===== src/rtl/key_sequence_driver.sv =====
// key_sequence_driver
// Transmit end of the serial key interface. Holds a KEY_W-bit unlock key,
// shifts it out LSB-first on key_o, waits for unlock_ok, retries after a
// timeout and enters a sticky lockout after MAX_TRIES failed attempts.
//
// Optional build macro: KEY_DRV_PARITY_EN
//   defined   -> each attempt appends one even-parity bit after the key bits
//   undefined -> each attempt emits exactly KEY_W key bits
//
// Timing: a start sampled at edge t is held for one cycle in a pending
// flag, so SHIFT (and the first key bit on key_o) begins after edge t+1.
// All outputs are registered from the next-state values so they line up
// with the internal state cycle by cycle.
module key_sequence_driver #(
    parameter int KEY_W     = 8,
    parameter int MAX_TRIES = 5,
    parameter int TIMEOUT   = 4,
    parameter int GAP       = 2
) (
    input  logic                           clk,
    input  logic                           rst,
    input  logic                           key_we,
    input  logic [KEY_W-1:0]               key_in,
    input  logic                           start,
    input  logic                           unlock_ok,
    output logic                           key_o,
    output logic                           key_vld,
    output logic                           busy,
    output logic                           done,
    output logic                           locked_out,
    output logic [$clog2(MAX_TRIES+1)-1:0] try_cnt
);

`ifdef KEY_DRV_PARITY_EN
    localparam int SHIFT_LEN = KEY_W + 1;
`else
    localparam int SHIFT_LEN = KEY_W;
`endif

    localparam int IW   = $clog2(SHIFT_LEN);
    localparam int TW   = $clog2(MAX_TRIES + 1);
    localparam int TMAX = (TIMEOUT > GAP) ? TIMEOUT : GAP;
    localparam int TMW  = $clog2(TMAX + 1);

    localparam logic [IW-1:0]  IDX_LAST = IW'(SHIFT_LEN - 1);
    localparam logic [TW-1:0]  TRY_MAX  = TW'(MAX_TRIES);
    localparam logic [TMW-1:0] T_WAIT   = TMW'(TIMEOUT);
    localparam logic [TMW-1:0] T_GAP    = TMW'(GAP);
    localparam logic [TMW-1:0] T_ONE    = TMW'(1);

    typedef enum logic [2:0] {
        ST_IDLE    = 3'd0,
        ST_SHIFT   = 3'd1,
        ST_WAIT    = 3'd2,
        ST_GAP     = 3'd3,
        ST_DONE    = 3'd4,
        ST_LOCKOUT = 3'd5
    } state_t;

    // Even parity over the whole key (XOR of all bits).
    function automatic logic even_parity(input logic [KEY_W-1:0] k);
        return ^k;
    endfunction

    // Serial bit for position idx: key bits first, then the optional parity bit.
    function automatic logic select_bit(input logic [KEY_W-1:0] k,
                                        input logic [IW-1:0]    idx);
        logic b;
        b = 1'b0;
        for (int i = 0; i < KEY_W; i++) begin
            b = (idx == IW'(i)) ? k[i] : b;
        end
`ifdef KEY_DRV_PARITY_EN
        b = (idx == IW'(KEY_W)) ? even_parity(k) : b;
`endif
        return b;
    endfunction

    state_t             state_r, state_nx_s;
    logic [KEY_W-1:0]   key_r;
    logic               key_loaded_r;
    logic               start_q_r, start_q_nx_s;
    logic [IW-1:0]      idx_r, idx_nx_s;
    logic [TMW-1:0]     timer_r, timer_nx_s;
    logic [TW-1:0]      try_r, try_nx_s, try_inc_s;
    logic               key_load_s;
    logic               idle_like_s;

    logic               key_o_r, key_vld_r, busy_r, done_r, locked_r;
    logic               key_o_nx_s, key_vld_nx_s, busy_nx_s, done_nx_s, locked_nx_s;

    // Key-load and start-acceptance qualification.
    always_comb begin
        idle_like_s  = (state_r == ST_IDLE) || (state_r == ST_DONE);
        key_load_s   = key_we && !start_q_r &&
                       (idle_like_s || (state_r == ST_LOCKOUT));
        start_q_nx_s = start && key_loaded_r && !key_we && !start_q_r && idle_like_s;
        try_inc_s    = (try_r == TRY_MAX) ? try_r : (try_r + TW'(1));
    end

    // Next-state, bit index, timer and attempt counter.
    always_comb begin
        state_nx_s = state_r;
        idx_nx_s   = idx_r;
        timer_nx_s = timer_r;
        try_nx_s   = try_r;
        case (state_r)
            ST_IDLE, ST_DONE: begin
                if (start_q_r) begin
                    state_nx_s = ST_SHIFT;
                    idx_nx_s   = {IW{1'b0}};
                    try_nx_s   = {TW{1'b0}};
                end else begin
                    state_nx_s = state_r;
                end
            end
            ST_SHIFT: begin
                if (idx_r == IDX_LAST) begin
                    state_nx_s = ST_WAIT;
                    idx_nx_s   = {IW{1'b0}};
                    timer_nx_s = T_WAIT;
                end else begin
                    idx_nx_s   = idx_r + IW'(1);
                end
            end
            ST_WAIT: begin
                if (unlock_ok) begin
                    state_nx_s = ST_DONE;
                end else if (timer_r <= T_ONE) begin
                    try_nx_s = try_inc_s;
                    if (try_inc_s == TRY_MAX) begin
                        state_nx_s = ST_LOCKOUT;
                    end else begin
                        state_nx_s = ST_GAP;
                        timer_nx_s = T_GAP;
                    end
                end else begin
                    timer_nx_s = timer_r - T_ONE;
                end
            end
            ST_GAP: begin
                if (timer_r <= T_ONE) begin
                    state_nx_s = ST_SHIFT;
                    idx_nx_s   = {IW{1'b0}};
                end else begin
                    timer_nx_s = timer_r - T_ONE;
                end
            end
            ST_LOCKOUT: begin
                state_nx_s = ST_LOCKOUT;
            end
            default: begin
                state_nx_s = ST_IDLE;
                idx_nx_s   = {IW{1'b0}};
                timer_nx_s = {TMW{1'b0}};
            end
        endcase
    end

    // Output values for the coming cycle, derived from the next state.
    always_comb begin
        key_vld_nx_s = 1'b0;
        key_o_nx_s   = 1'b0;
        busy_nx_s    = 1'b0;
        done_nx_s    = 1'b0;
        locked_nx_s  = 1'b0;
        case (state_nx_s)
            ST_SHIFT: begin
                key_vld_nx_s = 1'b1;
                key_o_nx_s   = select_bit(key_r, idx_nx_s);
                busy_nx_s    = 1'b1;
            end
            ST_WAIT, ST_GAP: begin
                busy_nx_s = 1'b1;
            end
            ST_DONE: begin
                done_nx_s = 1'b1;
            end
            ST_LOCKOUT: begin
                locked_nx_s = 1'b1;
            end
            default: begin
                busy_nx_s = 1'b0;
            end
        endcase
    end

    // Sequencer state registers.
    always_ff @(posedge clk or negedge rst) begin
        if (!rst) begin
            state_r   <= ST_IDLE;
            start_q_r <= 1'b0;
            idx_r     <= {IW{1'b0}};
            timer_r   <= {TMW{1'b0}};
            try_r     <= {TW{1'b0}};
        end else begin
            state_r   <= state_nx_s;
            start_q_r <= start_q_nx_s;
            idx_r     <= idx_nx_s;
            timer_r   <= timer_nx_s;
            try_r     <= try_nx_s;
        end
    end

    // Key register; writes only accepted while no sequence is in flight.
    always_ff @(posedge clk or negedge rst) begin
        if (!rst) begin
            key_r        <= {KEY_W{1'b0}};
            key_loaded_r <= 1'b0;
        end else if (key_load_s) begin
            key_r        <= key_in;
            key_loaded_r <= 1'b1;
        end else begin
            key_r        <= key_r;
            key_loaded_r <= key_loaded_r;
        end
    end

    // Registered outputs.
    always_ff @(posedge clk or negedge rst) begin
        if (!rst) begin
            key_o_r   <= 1'b0;
            key_vld_r <= 1'b0;
            busy_r    <= 1'b0;
            done_r    <= 1'b0;
            locked_r  <= 1'b0;
        end else begin
            key_o_r   <= key_o_nx_s;
            key_vld_r <= key_vld_nx_s;
            busy_r    <= busy_nx_s;
            done_r    <= done_nx_s;
            locked_r  <= locked_nx_s;
        end
    end

    assign key_o      = key_o_r;
    assign key_vld    = key_vld_r;
    assign busy       = busy_r;
    assign done       = done_r;
    assign locked_out = locked_r;
    assign try_cnt    = try_r;

endmodule

===== config.mk =====
export PLATFORM = sky130hd
export DESIGN_NAME = key_sequence_driver
export DESIGN_NICKNAME = d
export VERILOG_FILES = /design/src/rtl/key_sequence_driver.sv
export SDC_FILE = /design/constraint.sdc
export NUM_CORES = 1
export LEC_CHECK = 0
export CORE_AREA = 2 2 65 67
export CTS_BUF_LIST = sky130_fd_sc_hd__clkbuf_2
export DETAILED_ROUTE_END_ITERATION = 7
export DIE_AREA = 0 0 67 69
export PLACE_DENSITY_LB_ADDON = 0.08
export SLEW_MARGIN = 20
export SYNTH_ARGS = -nofsm -noshare
export SYNTH_HDL_FRONTEND = slang
export SYNTH_SLANG_ARGS = --single-unit
export TNS_END_PERCENT = 10

===== constraint.sdc =====
create_clock -name clk -period 2.3 [get_ports clk]
set_input_delay 0.46 -clock clk [delete_from_list [all_inputs] [get_ports clk]]
set_output_delay 0.46 -clock clk [all_outputs]
set_load 0.02 [all_outputs]

Word-level counts from Yosys, hierarchy flattened
Cells that the tools add are included.

Flip-flop bits (word level): 27.

Add/sub/neg operators: 3. $lt $le $gt $ge: 1. Eq/ne operators: 26. Mux-type cells: 35. Bitwise operators: 1. Reduce and logical (&&, ||, !) cells: 19.

Operators by type and width (count): two-way mux 3 bit (18); equality test 3 bit, second input constant (11); one-hot mux 3 bit (4 select lines) (2); equality test 3 x 2 -> 1 bit, second input constant (6); one-hot mux 3 bit (5 select lines) (1); two-way mux 1 bit (13); inequality test 2 bit, second input constant (5); equality test 3 x 1 -> 1 bit, second input constant (3); adder 3 x 1 -> 3 bit, second input constant (2); logical AND 1 bit (6); logical NOT 3 bit (2); one-hot mux 3 bit (2 select lines) (1); OR reduction 3 bit (2); AND reduction 5 bit (1); AND reduction 4 bit (1); OR reduction 2 bit (2); less-or-equal comparator 3 x 1 -> 1 bit, second input constant (1); inequality test 3 bit, second input constant (1); subtractor 3 x 1 -> 3 bit, second input constant (1); logical NOT 1 bit (2); logical OR 1 bit (2); nonzero test 2 bit (1); inverter 1 bit (1).

Depth between registers and ports, before layout
Gate-level depths: netlist of the first run.

Depth after elaboration: 13. Depth in mapped cells: 8. Mapped depth without buffers: 8.

Worst setup path after synthesis of the first run
No wires, ideal clock.

Kind: register to register. Start point: register try_r[0] (netlist: try_cnt[0]). End point: register timer_r[0]. Data arrival time: 2.004 ns. Slack: 0.171 ns. Stages on the path, launching flop included: 7. Cells stage by stage: dfrtp_1 ha_1 nor4b_1 o21ai_0 a21oi_2 o311ai_2 mux2_2.

Cells in the longest elaborated chain, start to end: 5. Elaborated cells on any way between the ends: 6. Classes of those cells: add/sub: 1; eq/ne: 3; mux: 1; reduce/logical: 1.

Ends and longest elaborated chain: from (decl) (RTL line 85) `logic [TW-1:0] try_r, try_nx_s, try_inc_s;`; from (signal assigned) (RTL line 195) `try_r <= {TW{1'b0}};`; from (signal assigned) (RTL line 201) `try_r <= try_nx_s;`; adder 3 x 1 -> 3 bit / equality test 3 bit (equally long branches) (RTL line 98) `try_inc_s = (try_r == TRY_MAX) ? try_r : (try_r + TW'(1));`; two-way mux 3 bit * (RTL line 98); equality test 3 bit * (RTL line 131) `if (try_inc_s == TRY_MAX) begin`; inequality test 3 bit (no line) *; AND reduction 5 bit (no line) *; to (signal assigned) (RTL line 194) `timer_r <= {TMW{1'b0}};`; to (signal assigned) (RTL line 200) `timer_r <= timer_nx_s;`; to (decl) (RTL line 84) `logic [TMW-1:0] timer_r, timer_nx_s;`.

Mark *: on every way between the ends. The rest lies on a longest branch, timed or not. A chain may end at the register's enable or synchronous reset.

Worst setup path in the final report of the first run
Start point: register timer_r[1]. End point: register key_o_r (netlist: key_o).

Cells in the longest elaborated chain, start to end: 13. Elaborated cells on any way between the ends: 25. Classes of those cells: order compare: 1; eq/ne: 8; mux: 15; reduce/logical: 1.

Ends and longest elaborated chain: less-or-equal comparator 3 x 1 -> 1 bit * (RTL line 142) `if (timer_r <= T_ONE) begin`; two-way mux 3 bit * (RTL line 142); one-hot mux 3 bit (4 select lines) * (RTL line 107) `case (state_r)`; net idx_nx_s[0] (RTL line 83) `logic [IW-1:0] idx_r, idx_nx_s;`; logical NOT 3 bit (RTL line 71) `b = (idx == IW'(i)) ? k[i] : b;`; two-way mux 1 bit (7 in a row) (RTL line 71); two-way mux 1 bit * (RTL line 71); two-way mux 1 bit * (RTL line 167) `case (state_nx_s)`; net key_o_nx_s (RTL line 90) `logic key_o_nx_s, key_vld_nx_s, busy_nx_s, done_nx_s, locked_nx_s;`; to (signal assigned) (RTL line 228) `key_o_r <= key_o_nx_s;`; to (decl) (RTL line 89) `logic key_o_r, key_vld_r, busy_r, done_r, locked_r;`.

The timed path passes the listed nets; every way through them passes the cells marked *.

==> out/qor.yml, run 1 <==
detail-route-antenna-nets: 0
path_buf_inv: 1
fill_cells: 372
cts_tree: "built"
die_area_um2: 4623
hold_path.class: "input port to async pin"
htree_num_levels: 1
cp_data_required_time_ns: 2.58
dr.pass1.iters: 4
synthCells: 153
ir_drop_mv: 0.6693
synth_fp_nets: 172
worst_pin_slew_ns: 0.5248
utilization_pct: 49.01
p_comb_share_pct: 60.1
root_buffer: "clkbuf_2"
finalSetupViolations: 0
max-slew-margin-rel_pct: 64.91
maxCapViolations: 0
ys_seq_elements: 27
die_w_um: 67
seqPwrFrac_pct: 32.7
crit_arrival_ns: 2.41
ys_seq_area_share_pct: 42.19
switchingPower_mw: 1.116
die_h_um: 69
cts.sinks: 27
yosys.area.top_type: "dfrtp_1"
ctsLongestPathBuffers: 2
grt_setup_unrepaired: "false"
area_growth_pct: 19.77
grt_pass1_wl_um: 5906
slowest_stage: "dfrtp_1"
grt_max_degree: 28
crit_path_start_kind: "register"
r2r_slack_ns: 0.17
overflow: 0
pin_count: 21
syn_avg_cell_area_um2: 10.47
gp_congestion: 0.8702
cp_top_family: "compound AO/OA/AOI/OAI gates"
crit_path_end_kind: "register"
post-route-period-util_pct: 92.60
insertion_delay_ns: 0.36
fin_cells: 229
max_freq_ghz: 0.4695
synth_area_leaders: "dfrtp_1 42%, mux2_2 7.7%, ha_1 4.7%"
status: "finished, final reports clean"
wl_per_cell_um: 14.80
crit_type: "register to register"
grt.total_usage_pct: 16.23
nets: 199
synth_top_area_share_pct: 42.19
skew_ns: 0.006257
hold_violations: 0
drcViolationCount: 0
yosys_warnings: 0
final_max_slew_viol_count: 0
leakagePower_nw: 0.7868
pwr-share-clk_pct: 7.2
drt-vias-per-instance: 5.389
multi_input_area_um2: 869.6
dp_hpwl_um: 2500
placed_cells: 223
netlist_area_um2: 1602
drt-initial-drc-count: 71
clkTransAtPathRegs_ns: 0.27
intPower_mw: 1.491
hold_ws_ns: 0.4268
core.rowCount: 23
seq_area_um2: 676.9
core_area_um2: 3914
antenna_found_initial: 0
setup_tns_ns: 0
min_period_ns: 2.130
diodes: 0
grt_pass1_vias: 1259
vias: 1234
io_buffers: 20
drive_gt1_share_pct: 22.91
start_util_pct: 40.92
max_stage_delay_ns: 0.44
r2r-start: "timer_r[1]$_DFFE_PN0P_"
cp_cell_sequence: "inv_1, ha_1, o21ba_2, o211ai_2, a31oi_4, mux2_2, a22oi_2, a211oi_2"
synth_cell_types: 50
swShare_pct: 42.82
routed_wl_um: 3390
numCtsBuffers: 3
p_per_area_nw_per_um2: 1359
cts-hold-fix-buffers: 0
layout_commonest_cell: "dfrtp_1"
layout_common_cells: "26 x dfrtp_1, 20 x clkdlybuf4s50_1, 11 x mux2_2"
critPathLaunch: "timer_r[1]$_DFFE_PN0P_"
crit_fanout: 6
==> power groups by stage <==
| stage | sequential [mW] | combinational, mW | clock (mW) |
|---|---|---|---|
| 4_1_cts | 0.850 | 1.57 | 0.201 |
| 5_1_grt | 0.879 | 1.73 | 0.219 |
| 6_report | 0.852 | 1.57 | 0.188 |
| 3_5_place_dp | 0.863 | 1.56 | 0 |
| 3_3_place_gp | 0.854 | 1.54 | 0 |
| 2_1_floorplan | 0.848 | 1.16 | 0 |
==> final cells by class <==
class                   instances  share of cell area, %
inverters                       9                  1.761
multi-input cells             112                  45.34
clock buffers                   3                 0.7828
well taps                      50                  3.262
flip-flops and latches         27                  35.29
clock inverters                 1                 0.3914
repair buffers                 27                  13.18
==> cell usage after synthesis, drive strengths merged <==
cell type and n:
dfrtp 27, mux2 12, a21oi 9, inv 9
nor2 9, o21ai 8, nand2 7, nand2b 7
ha 6, nand3 6, and2 4, nor3 4
buf 3, nor2b 3, o2111ai 3, a21boi 2
and3 2, clkbuf 2, nand3b 2, nor3b 2
o211ai 2, o21ba 2, o21bai 2, o31ai 2
or2 2, a211oi 1, a22oi 1, a31o 1
a31oi 1, a32o 1, a32oi 1, and2b 1
and3b 1, mux2i 1, nand4bb 1, nor4 1
nor4b 1, o221a 1, o221ai 1, o311ai 1
or3 1
==> stage by stage <==
step / area [um2] / power [mW] / setup WS [ns]
2_1_floorplan: 1602 / 2.009 / 0.1714
3_3_place_gp: 1879 / 2.391 / 0.1656
3_5_place_dp: 1879 / 2.424 / 0.1003
4_1_cts: 1902 / 2.626 / 0.04237
5_1_grt: 1918 / 2.825 / 0.01264
6_report: 1918 / 2.607 / 0.1702
==> repair_timing <==
action / 4_1_cts / 5_1_grt
resized for setup: 0 / 2
buffers inserted: 0 / 2
setup endpoints to repair: 0 / 6
endpoints found under the hold margin: 0 / 0
==> cell families (layout without fill, tap and decap cells) <==
family	count (synthesis)	in the layout	synth area share, %
compound gates	39	39	21.09
flops	27	27	42.19
simple gates	54	54	19.22
fa+ha+maj	6	6	4.687
buf+inv	14	40	3.515
mux	13	13	9.297
==> final timing paths <==
kind | to | cells past startpoint
setup / recovery | key_o$_DFF_PN0_ | 8
max in group asynchronous | try_cnt[0]$_DFFE_PN0P_ | 2
setup reg to reg | key_o$_DFF_PN0_ | 8
hold / removal | timer_r[1]$_DFFE_PN0P_ | 2
hold reg to reg | key_loaded_r$_DFFE_PN0P_ | 1
min in group clk | key_loaded_r$_DFFE_PN0P_ | 1
==> layer usage <==
layer	up-vias	routed length, um	GRT usage [%]
li1	612	-	-
met1	601	1482	20.80
met2	17	1797	27.39
met3	4	72	2.610
met4	0	37	5.215
met5	-	0	0
==> state kept, by name, summed over array words and instances, names as in the netlist, 3 cells and up <==
register,count
idx_r,3
try_cnt,3
timer_r,3
key_r,8
state_r,3
(Power assumes the default switching activity.)
==> run 2, diff against run 1 <==
- clock period: 2.3 -> 2.2 ns (I/O delays scaled with it)
==> out/qor.yml, run 2 (synthesis results as in run 1) <==
status: "finished, final reports clean"
core.rowCount: 23  # unchanged
hold_violations: 0  # unchanged
grt_pass1_vias: 1240  # -1.5%
post-route-period-util_pct: 94.82  # +2.2 points
dr.pass1.iters: 4  # unchanged
clkTransAtPathRegs_ns: 0.26  # about the same
setup_tns_ns: 0  # unchanged
leakagePower_nw: 0.8469  # +7.6%
detail-route-antenna-nets: 0  # unchanged
cts_tree: "built"
routed_wl_um: 3402  # +0.35%
crit_arrival_ns: 2.34  # -0.07 ns
die_h_um: 69  # unchanged
drive_gt1_share_pct: 26.06  # +3.2 points
max_freq_ghz: 0.4794  # +2.1%
largest-register: "key_r"
grt.total_usage_pct: 15.79  # -0.44 points
htree_num_levels: 1  # unchanged
core_area_um2: 3914  # unchanged
root_buffer: "clkbuf_2"
crit_path_start_kind: "register"
numCtsBuffers: 3  # unchanged
slowest_stage: "dfrtp_1"
p_per_area_nw_per_um2: 1477  # +8.7%
die_area_um2: 4623  # unchanged
min_period_ns: 2.086  # -0.04371 ns
wl_per_cell_um: 14.29  # -3.4%
die_w_um: 67  # unchanged
pin_count: 21  # unchanged
io_buffers: 20  # unchanged
skew_ns: 0.02515  # +0.01889 ns
cts.sinks: 27  # unchanged
finalPower_mw: 2.942  # +13%
cp_data_required_time_ns: 2.46  # -0.12 ns
area_growth_pct: 24.37
ctsLongestPathBuffers: 2  # unchanged
insertion_delay_ns: 0.36  # about the same
hold_path.class: "input port to async pin"
maxCapViolations: 0  # unchanged
grt_setup_unrepaired: "true"
crit_fanout: 6  # unchanged
cp_cell_sequence: "inv_1, ha_1, o21ba_2, o211ai_2, a31oi_4, mux2_4, o221ai_2, a211oi_2"
grt_pass1_wl_um: 5616  # -4.9%
vias: 1247  # +1.1%
start_util_pct: 40.92  # unchanged
overflow: 0  # unchanged
crit_type: "register to register"
cts-hold-fix-buffers: 0  # unchanged
drcViolationCount: 0  # unchanged
diodes: 0  # unchanged
dp_hpwl_um: 2595  # +3.8%
worst_pin_slew_ns: 0.4477  # -0.07713 ns
drt-initial-drc-count: 94  # +32%
max_stage_delay_ns: 0.43  # about the same
grt_max_degree: 28  # unchanged
antenna_found_initial: 0  # unchanged
gp_congestion: 0.8756  # +0.62%
layout_commonest_cell: "dfrtp_1"
finalSetupViolations: 0  # unchanged
path_buf_inv: 1  # unchanged
max-slew-margin-rel_pct: 70.07  # +5.2 points
ir_drop_mv: 0.7011  # +4.8%
drt-vias-per-instance: 5.239  # -2.8%
nets: 208  # +4.5%
final_max_slew_viol_count: 0  # unchanged
layout_common_cells: "27 x dfrtp_1, 20 x clkdlybuf4s50_1, 16 x buf_4"
crit_path_end_kind: "register"
cp_top_family: "compound AO/OA/AOI/OAI gates"
hold_ws_ns: 0.4012  # -0.02558 ns
largest_reg_flops: 8  # unchanged
==> run 2: worst reg2reg max path, cell delays in order (launching register included) <==
cell	delay (ns)
dfrtp_1	0.43
inv_1	0.07
ha_1	0.17
o21ba_2	0.28
o211ai_2	0.12
a31oi_4	0.29
mux2_4	0.34
o221ai_2	0.18
a211oi_2	0.10
==> run 2: cell type report <==
| class | count | area [um2] |
|---|---|---|
| timing repair buffer | 36 | 320.3 |
| sequential | 27 | 675.6 |
| inverter | 9 | 33.78 |
| multi-input combinational | 112 | 879.6 |
| fill | 367 | 1922 |
| tap | 50 | 62.56 |
| clock buffer | 4 | 20.02 |
==> run 2: final timing paths <==
kind | cells past startpoint | slack, ns | startpoint | endpoint
max reg2reg | 8 | 0.11 | timer_r[1]$_DFFE_PN0P_ | key_o$_DFF_PN0_
min reg2reg | 1 | 0.51 | key_loaded_r$_DFFE_PN0P_ | key_loaded_r$_DFFE_PN0P_
min in group clk | 1 | 0.51 | key_loaded_r$_DFFE_PN0P_ | key_loaded_r$_DFFE_PN0P_
max in group asynchronous | 2 | 1.52 | rst | key_r[6]$_DFFE_PN0P_
min | 2 | 0.40 | rst | timer_r[1]$_DFFE_PN0P_
max | 8 | 0.11 | timer_r[1]$_DFFE_PN0P_ | key_o$_DFF_PN0_
==> run 2: where the power goes <==
part / total (mW) / internal (mW) / switching [mW]
combinational: 1.89 / 0.971 / 0.922
sequential: 0.856 / 0.705 / 0.151
clock: 0.193 / 0.0479 / 0.146
==> run 2: what timing repair did <==
item,CTS,global route
setup endpoints to repair,0,8
setup buffers,0,7
resized for setup,0,3
==> run 2: per-layer routing <==
metal | part of all wire [%] | wire length, um | GRT usage [%]
met1 | 45 | 1524 | 19.19
met2 | 52 | 1755 | 26.84
met3 | 2.2 | 76 | 2.610
met4 | 1.3 | 45 | 6.803
met5 | 0 | 0 | 0
==> run 2: stage by stage <==
step                worst slack (ns)  cells  area, um2  util (%)
floorplan                    0.07144    153       1602         -
global placement              0.1099    227       1909     48.79
detailed placement           0.04280    227       1909     48.79
CTS                          0.01716    231       1929     49.30
global route                -0.01026    238       1992     50.90
finish                        0.1139    238       1992     50.90
